`config.mk`:
```
export PLATFORM = sky130hd
export DESIGN_NAME = pio_edge_irq_in_flat
export DESIGN_NICKNAME = d
export VERILOG_FILES = /design/src/rtl/pio_edge_irq_in_pkg.sv /design/src/rtl/pio_edge_irq_in_if.sv /design/src/rtl/pio_debounce_chan.sv /design/src/rtl/pio_edge_irq_in.sv /design/src/flat_wrapper.sv
export SDC_FILE = /design/constraint.sdc
export NUM_CORES = 1
export LEC_CHECK = 0
export CAP_MARGIN = 20
export CELL_PAD_IN_SITES_DETAIL_PLACEMENT = 2
export CELL_PAD_IN_SITES_GLOBAL_PLACEMENT = 2
export CORE_MARGIN = 2
export CORE_UTILIZATION = 40
export DETAILED_ROUTE_END_ITERATION = 10
export PLACE_DENSITY = 0.92
export SYNTH_ARGS = -nofsm -noshare
export SYNTH_HDL_FRONTEND = slang
export SYNTH_HIERARCHICAL = 1
export SYNTH_SLANG_ARGS = --single-unit
```
`constraint.sdc`:
```
create_clock -name clk -period 2.85 [get_ports clk]
set_input_delay 0.4275 -clock clk [delete_from_list [all_inputs] [get_ports clk]]
set_output_delay 0.4275 -clock clk [all_outputs]
set_load 0.02 [all_outputs]
```
`src/rtl/pio_edge_irq_in_pkg.sv`:
```
// Register map and parameter bounds shared by the edge-capturing input PIO,
// its bus interface and the testbench.
package pio_edge_pkg;

   localparam int ADDR_W    = 3;
   localparam int BUS_W     = 32;
   localparam int MAX_WIDTH = 32;
   localparam int MAX_CNT_W = 32;

   localparam logic [ADDR_W-1:0] ADDR_DATA = 3'd0;
   localparam logic [ADDR_W-1:0] ADDR_RISE = 3'd1;
   localparam logic [ADDR_W-1:0] ADDR_FALL = 3'd2;
   localparam logic [ADDR_W-1:0] ADDR_EDGE = 3'd3;
   localparam logic [ADDR_W-1:0] ADDR_MASK = 3'd4;
   localparam logic [ADDR_W-1:0] ADDR_DBTH = 3'd5;

endpackage

```
`src/rtl/pio_edge_irq_in_if.sv`:
```
// Avalon-MM slave bus of the input PIO: word address, active-low write strobe,
// registered read data.
interface pio_edge_irq_in_if;
   import pio_edge_pkg::*;

   logic [ADDR_W-1:0] address;
   logic              chipselect;
   logic              write_n;
   logic [BUS_W-1:0]  writedata;
   logic [BUS_W-1:0]  readdata;

   modport master (output address, chipselect, write_n, writedata, input readdata);
   modport slave  (input address, chipselect, write_n, writedata, output readdata);

endinterface

```
`src/rtl/pio_debounce_chan.sv`:
```
// One input channel: metastability synchroniser, threshold debouncer and
// rise/fall pulse generation on the debounced level.
module pio_debounce_chan #(
   parameter int SYNC_STAGES = 2,
   parameter int CNT_W       = 16
) (
   input  logic             clk,
   input  logic             reset,
   input  logic             in_async,
   input  logic [CNT_W-1:0] db_thresh,
   output logic             db_q,
   output logic             rise,
   output logic             fall
);

   logic [SYNC_STAGES-1:0] sync_r;
   logic [CNT_W-1:0]       cnt;
   logic                   sync_out;
   logic                   differ;
   logic                   upd;

   assign sync_out = sync_r[SYNC_STAGES-1];
   assign differ   = (sync_out != db_q);
   // >= rather than == so a threshold lowered mid-count releases at once.
   assign upd      = differ && (cnt >= db_thresh);
   assign rise     = upd & sync_out;
   assign fall     = upd & ~sync_out;

   // NOTE: the synchroniser is a bare flop chain; any logic between stages
   // would defeat metastability settling.
   always_ff @(posedge clk or posedge reset) begin
      if (reset) begin
         sync_r <= '0;
         cnt    <= '0;
         db_q   <= 1'b0;
      end else begin
         sync_r <= {sync_r[SYNC_STAGES-2:0], in_async};
         if (!differ) begin
            cnt <= '0;
         end else if (upd) begin
            db_q <= sync_out;
            cnt  <= '0;
         end else begin
            cnt <= cnt + CNT_W'(1);
         end
      end
   end

endmodule

```
`src/rtl/pio_edge_irq_in.sv`:
```
// Parametrised Avalon-MM input PIO with per-channel debounce, rise/fall edge
// selection, write-1-to-clear edge capture and a masked level interrupt.
module pio_edge_irq_in
   import pio_edge_pkg::*;
#(
   parameter int               WIDTH       = 8,
   parameter int               SYNC_STAGES = 2,
   parameter int               CNT_W       = 16,
   parameter logic [CNT_W-1:0] DB_RESET    = '0,
   parameter logic [WIDTH-1:0] RISE_RESET  = '1,
   parameter logic [WIDTH-1:0] FALL_RESET  = '0
) (
   input  logic             clk,
   input  logic             reset,
   pio_edge_irq_in_if.slave bus,
   input  logic [WIDTH-1:0] in_port,
   output logic             irq
);

   logic [WIDTH-1:0] db_q;
   logic [WIDTH-1:0] rise;
   logic [WIDTH-1:0] fall;
   logic [WIDTH-1:0] ev;
   logic [WIDTH-1:0] clr;
   logic [WIDTH-1:0] rise_en;
   logic [WIDTH-1:0] fall_en;
   logic [WIDTH-1:0] irq_mask;
   logic [WIDTH-1:0] edge_capture;
   logic [CNT_W-1:0] db_thresh;
   logic [BUS_W-1:0] rd_next;
   logic             wr;
   logic             unused_wdata;

   for (genvar i = 0; i < WIDTH; i++) begin : g_chan
      pio_debounce_chan #(
         .SYNC_STAGES (SYNC_STAGES),
         .CNT_W       (CNT_W)
      ) u_chan (
         .clk       (clk),
         .reset     (reset),
         .in_async  (in_port[i]),
         .db_thresh (db_thresh),
         .db_q      (db_q[i]),
         .rise      (rise[i]),
         .fall      (fall[i])
      );
   end

   assign wr  = bus.chipselect & ~bus.write_n;
   assign ev  = (rise & rise_en) | (fall & fall_en);
   assign clr = (wr && bus.address == ADDR_EDGE) ? bus.writedata[WIDTH-1:0] : '0;

   // Upper write-data bits have no destination for narrow configurations.
   assign unused_wdata = ^bus.writedata;

   always_ff @(posedge clk or posedge reset) begin
      if (reset) begin
         rise_en   <= RISE_RESET;
         fall_en   <= FALL_RESET;
         irq_mask  <= '0;
         db_thresh <= DB_RESET;
      end else if (wr) begin
         case (bus.address)
            ADDR_RISE: rise_en   <= bus.writedata[WIDTH-1:0];
            ADDR_FALL: fall_en   <= bus.writedata[WIDTH-1:0];
            ADDR_MASK: irq_mask  <= bus.writedata[WIDTH-1:0];
            ADDR_DBTH: db_thresh <= bus.writedata[CNT_W-1:0];
            default: ;
         endcase
      end
   end

   // An event in the same cycle as its clear wins, so no edge is lost.
   always_ff @(posedge clk or posedge reset) begin
      if (reset) edge_capture <= '0;
      else       edge_capture <= (edge_capture & ~clr) | ev;
   end

   // NOTE: every variable assigned in always_comb gets a default first so no
   // latch is inferred for unmapped addresses.
   always_comb begin
      rd_next = '0;
      case (bus.address)
         ADDR_DATA: rd_next = BUS_W'(db_q);
         ADDR_RISE: rd_next = BUS_W'(rise_en);
         ADDR_FALL: rd_next = BUS_W'(fall_en);
         ADDR_EDGE: rd_next = BUS_W'(edge_capture);
         ADDR_MASK: rd_next = BUS_W'(irq_mask);
         ADDR_DBTH: rd_next = BUS_W'(db_thresh);
         default:   rd_next = '0;
      endcase
   end

   always_ff @(posedge clk or posedge reset) begin
      if (reset) bus.readdata <= '0;
      else       bus.readdata <= rd_next;
   end

   // Driven only from registers, so reset removes the interrupt asynchronously.
   assign irq = |(edge_capture & irq_mask);

endmodule

```
`src/flat_wrapper.sv`:
```
// flat-port wrapper written by rule: the top's interface ports become plain ports
module pio_edge_irq_in_flat import pio_edge_pkg::*;
#(
   parameter int               WIDTH       = 8,
   parameter int               SYNC_STAGES = 2,
   parameter int               CNT_W       = 16,
   parameter logic [CNT_W-1:0] DB_RESET    = '0,
   parameter logic [WIDTH-1:0] RISE_RESET  = '1,
   parameter logic [WIDTH-1:0] FALL_RESET  = '0
)
  (clk, reset, in_port, irq, bus_address, bus_chipselect, bus_write_n, bus_writedata, bus_readdata);
  pio_edge_irq_in_if bus_i ();
  input  logic clk;
  input  logic reset;
  input  logic [WIDTH-1:0] in_port;
  output logic irq;
  input wire logic [$bits(bus_i.address)-1:0] bus_address;
  input wire logic [$bits(bus_i.chipselect)-1:0] bus_chipselect;
  input wire logic [$bits(bus_i.write_n)-1:0] bus_write_n;
  input wire logic [$bits(bus_i.writedata)-1:0] bus_writedata;
  output wire logic [$bits(bus_i.readdata)-1:0] bus_readdata;
  assign bus_i.address = bus_address;
  assign bus_i.chipselect = bus_chipselect;
  assign bus_i.write_n = bus_write_n;
  assign bus_i.writedata = bus_writedata;
  assign bus_readdata = bus_i.readdata;
  pio_edge_irq_in #(.WIDTH(WIDTH), .SYNC_STAGES(SYNC_STAGES), .CNT_W(CNT_W), .DB_RESET(DB_RESET), .RISE_RESET(RISE_RESET), .FALL_RESET(FALL_RESET)) u_core (.clk(clk), .reset(reset), .bus(bus_i), .in_port(in_port), .irq(irq));
endmodule
```
==> results.ini, run 1 <==
[timing]
fin_ws_ns=0.0692
setup_violations=0
timing.clock.skew_ns=0.0139
grt_setup_unrepaired=no
max-slew-margin-rel_pct=49.4
setup-tns-final_ns=0
tightest_slew_ns=0.760
fmax_ghz=0.360
report.final.slew_viol_count=0
hold_viol_final=0
period_share_pct=97.6
fin_crit_ns=2.78

[synthesis]
synth_seq_cells=216
ys_async_sr_fraction_pct=100
ys_seq_area_share_pct=40.8
synthesis.area_sq_um=13300
yosys.area.top_type=dfrtp_1
synth-edff-count=0
ys_warn_count=6
syn_area_per_cell_sq_um=10.1
synth_cell_types=44
syn_inst=1315
synthFlopType=dfrtp_1
synth.most_common_cell=dfrtp_1
synth_common_cells=208 x dfrtp_1, 138 x inv_1, 136 x ha_1
yosysTopAreaCellShare_pct=39.2
synthTopCellsByArea=dfrtp_1 39%, ha_1 13%, xor2_1 6.3%

[final_layout]
layout-drive-gt1-share_pct=13.4
nets=1569
multiInputGateArea_sq_um=7080
fill_cells=3338
ff_latch_area_sq_um=5430
fin_util_pct=46.3
fin_area_sq_um=15100
areaGrowthSynthToFinish_pct=13.8
final_cells=1849

[worst_setup_path]
startpoint_type=flop
critPathMaxFanout=15
slowest_stage=dfrtp_1
arrival_ns=3.24
worstSetupEndpointType=flop
cp_slowest_stage_delay_ns=0.79
crit_required_ns=3.31
r2r_slack_ns=0.07
worstPathCellList=ha_1 -> nand2b_4 -> a2111o_1 -> a31oi_2 -> nand2_2 -> nor2_1
crit_type=flop to flop

[grt]
grt_pass1_wl_um=77200
gr-usage-all-layers_pct=29.9
antenna_found_initial=1
grt_pass1_vias=12597
grt_max_degree=36
grt_overflow=0

[cts]
tritoncts=done
clk_pin_slew_ns=0.06
clockRootBuffer=clkbuf_16
cts_max_path_buffers=3
cts_made_buffers=27
htreeDepth=1
cts.sinks=216
clock_latency_ns=0.56
cts-hold-fix-buffers=0

[status]
status=finished, final reports clean

[drt]
wl_per_cell_um=27.2
wl_met3_um=1920
wirelength_um=50300
ant_nets=0
drtIter0Drc=500
route.vias.total=10694
dr_wl_met2_um=25900
vias_per_cell=5.78
dr.max_layer_used=met4
drc=0
wl_met1_um=18900
dr.pass1.iters=6

[hold_path]
worstHoldPathType=primary input to flop

[die]
fp.dieW_um=186
row_count=66
core_area_sq_um=32600
pin_count=80
fp.dieH_um=186
dieArea_sq_um=34700
initial_utilization_pct=40.7

[placement]
place_ws_ns=-0.0650
dp.final_hpwl_um=32600
dpl_cell_area_sq_um=14200
io_buffers=47
dp.cells=1798
gp_congestion=0.804

[power]
p_per_area_nw_per_um2=725
peakVddDrop_mv=0.452
leakage_nw=7.33

[flow_run]
cap_violations=0

final timing paths:
check | from | to | depth (start not counted)
worst min register to register | u_core/g_chan[2].u_chan/sync_r[0] | u_core/g_chan[2].u_chan/sync_r[1] | 0
min in group asynchronous | reset | u_core/g_chan[5].u_chan/sync_r[0] | 2
worst max register to register | u_core/db_thresh[0] | u_core/g_chan[1].u_chan/cnt[15] | 6
worst min-delay path | in_port[1] | u_core/g_chan[1].u_chan/sync_r[0] | 1
max in group asynchronous | reset | u_core/rise_en[0] | 3
worst max-delay path | u_core/db_thresh[0] | u_core/g_chan[1].u_chan/cnt[15] | 6
stage by stage:
step / hold WS, ns / total power, mW
global placement: 0.333 / 6.88
detailed placement: 0.337 / 7.32
floorplan: 0.331 / 6.10
finish: 0.302 / 11.0
CTS: 0.292 / 11.0
global route: 0.300 / 11.4
logic make-up after synthesis:
group / Yosys count / synth area share (%)
AO/OA/AOI/OAI: 123 / 6.58
XOR/XNOR: 120 / 7.91
adder cells (fa/ha/maj): 136 / 12.8
buffers and inverters: 182 / 6.32
flip-flops: 216 / 40.8
multiplexers: 69 / 6.12
other: 1 / 0.0282
AND/OR/NAND/NOR: 468 / 19.4
where the power goes:
group / internal [mW] / switching, mW / total, mW
sequential: 3.48 / 0.807 / 4.29
combinational: 1.26 / 2.02 / 3.28
clock: 1.96 / 1.42 / 3.39
total: 6.71 / 4.25 / 11.0
sequential cells by signal, indices dropped and copies added, names as in the netlist:
| name | flops |
|---|---|
| u_core/fall_en | 8 |
| u_core/g_chan.u_chan/cnt | 128 |
| u_core/g_chan.u_chan/db_q | 8 |
| u_core/bus.readdata | 16 |
| u_core/edge_capture | 8 |
| u_core/irq_mask | 8 |
| u_core/rise_en | 8 |
| u_core/g_chan.u_chan/sync_r | 16 |
| u_core/db_thresh | 16 |
worst max-delay path: cells and delay by family, from the launching register on:
| kind | cells | cell delay (ns) |
|---|---|---|
| flip-flops | 1 | 0.79 |
| AND/OR/NAND/NOR | 3 | 0.76 |
| AO/OA/AOI/OAI | 2 | 0.76 |
| adder cells (fa/ha/maj) | 1 | 0.38 |
cell usage in the layout (no fill, tap or decap), types with 9 or more instances in the layout:
master             n
a21oi_1           44
a22oi_1           12
and2_1            16
and3_1            32
and4_1            16
buf_4             21
clkbuf_1          12
clkbuf_16         27
clkdlybuf4s50_1   46
conb_1            16
dfrtp_1          200
ha_1             136
inv_1            137
mux2_2            34
mux2_4            16
mux2i_1           19
nand2_1           74
nand2b_4           9
nand3_1           88
nand4_1           25
nor2_1           131
nor3_1            16
nor3b_1           17
o21ai_0           33
xnor2_1           24
xor2_1            96
layout make-up:
class | instances | share of cell area, %
clock inverters | 5 | 0.331
well taps | 442 | 3.66
inverters | 138 | 3.43
diodes | 1 | 0.0166
clock buffers | 44 | 5.23
flip-flops and latches | 216 | 35.9
repair buffers | 71 | 4.52
multi-input cells | 932 | 46.9
timing repair:
item	in CTS	in global routing
resized for setup	6	4
pin swaps	1	1
setup buffers	1	0
setup endpoints to repair	20	5
per-layer routing:
metal	global-route usage [%]	up-vias
met5	0	-
met4	19.6	0
met3	4.52	197
met2	54.5	326
met1	32.2	5546
li1	-	4625
Power figures use the tool's default switching activity.
==> run 2: changes to the inputs <==
- GPL_ROUTABILITY_DRIVEN: not set -> 0
==> results of run 2 <==
Final layout, timing and power as in run 1 (identical DEF).
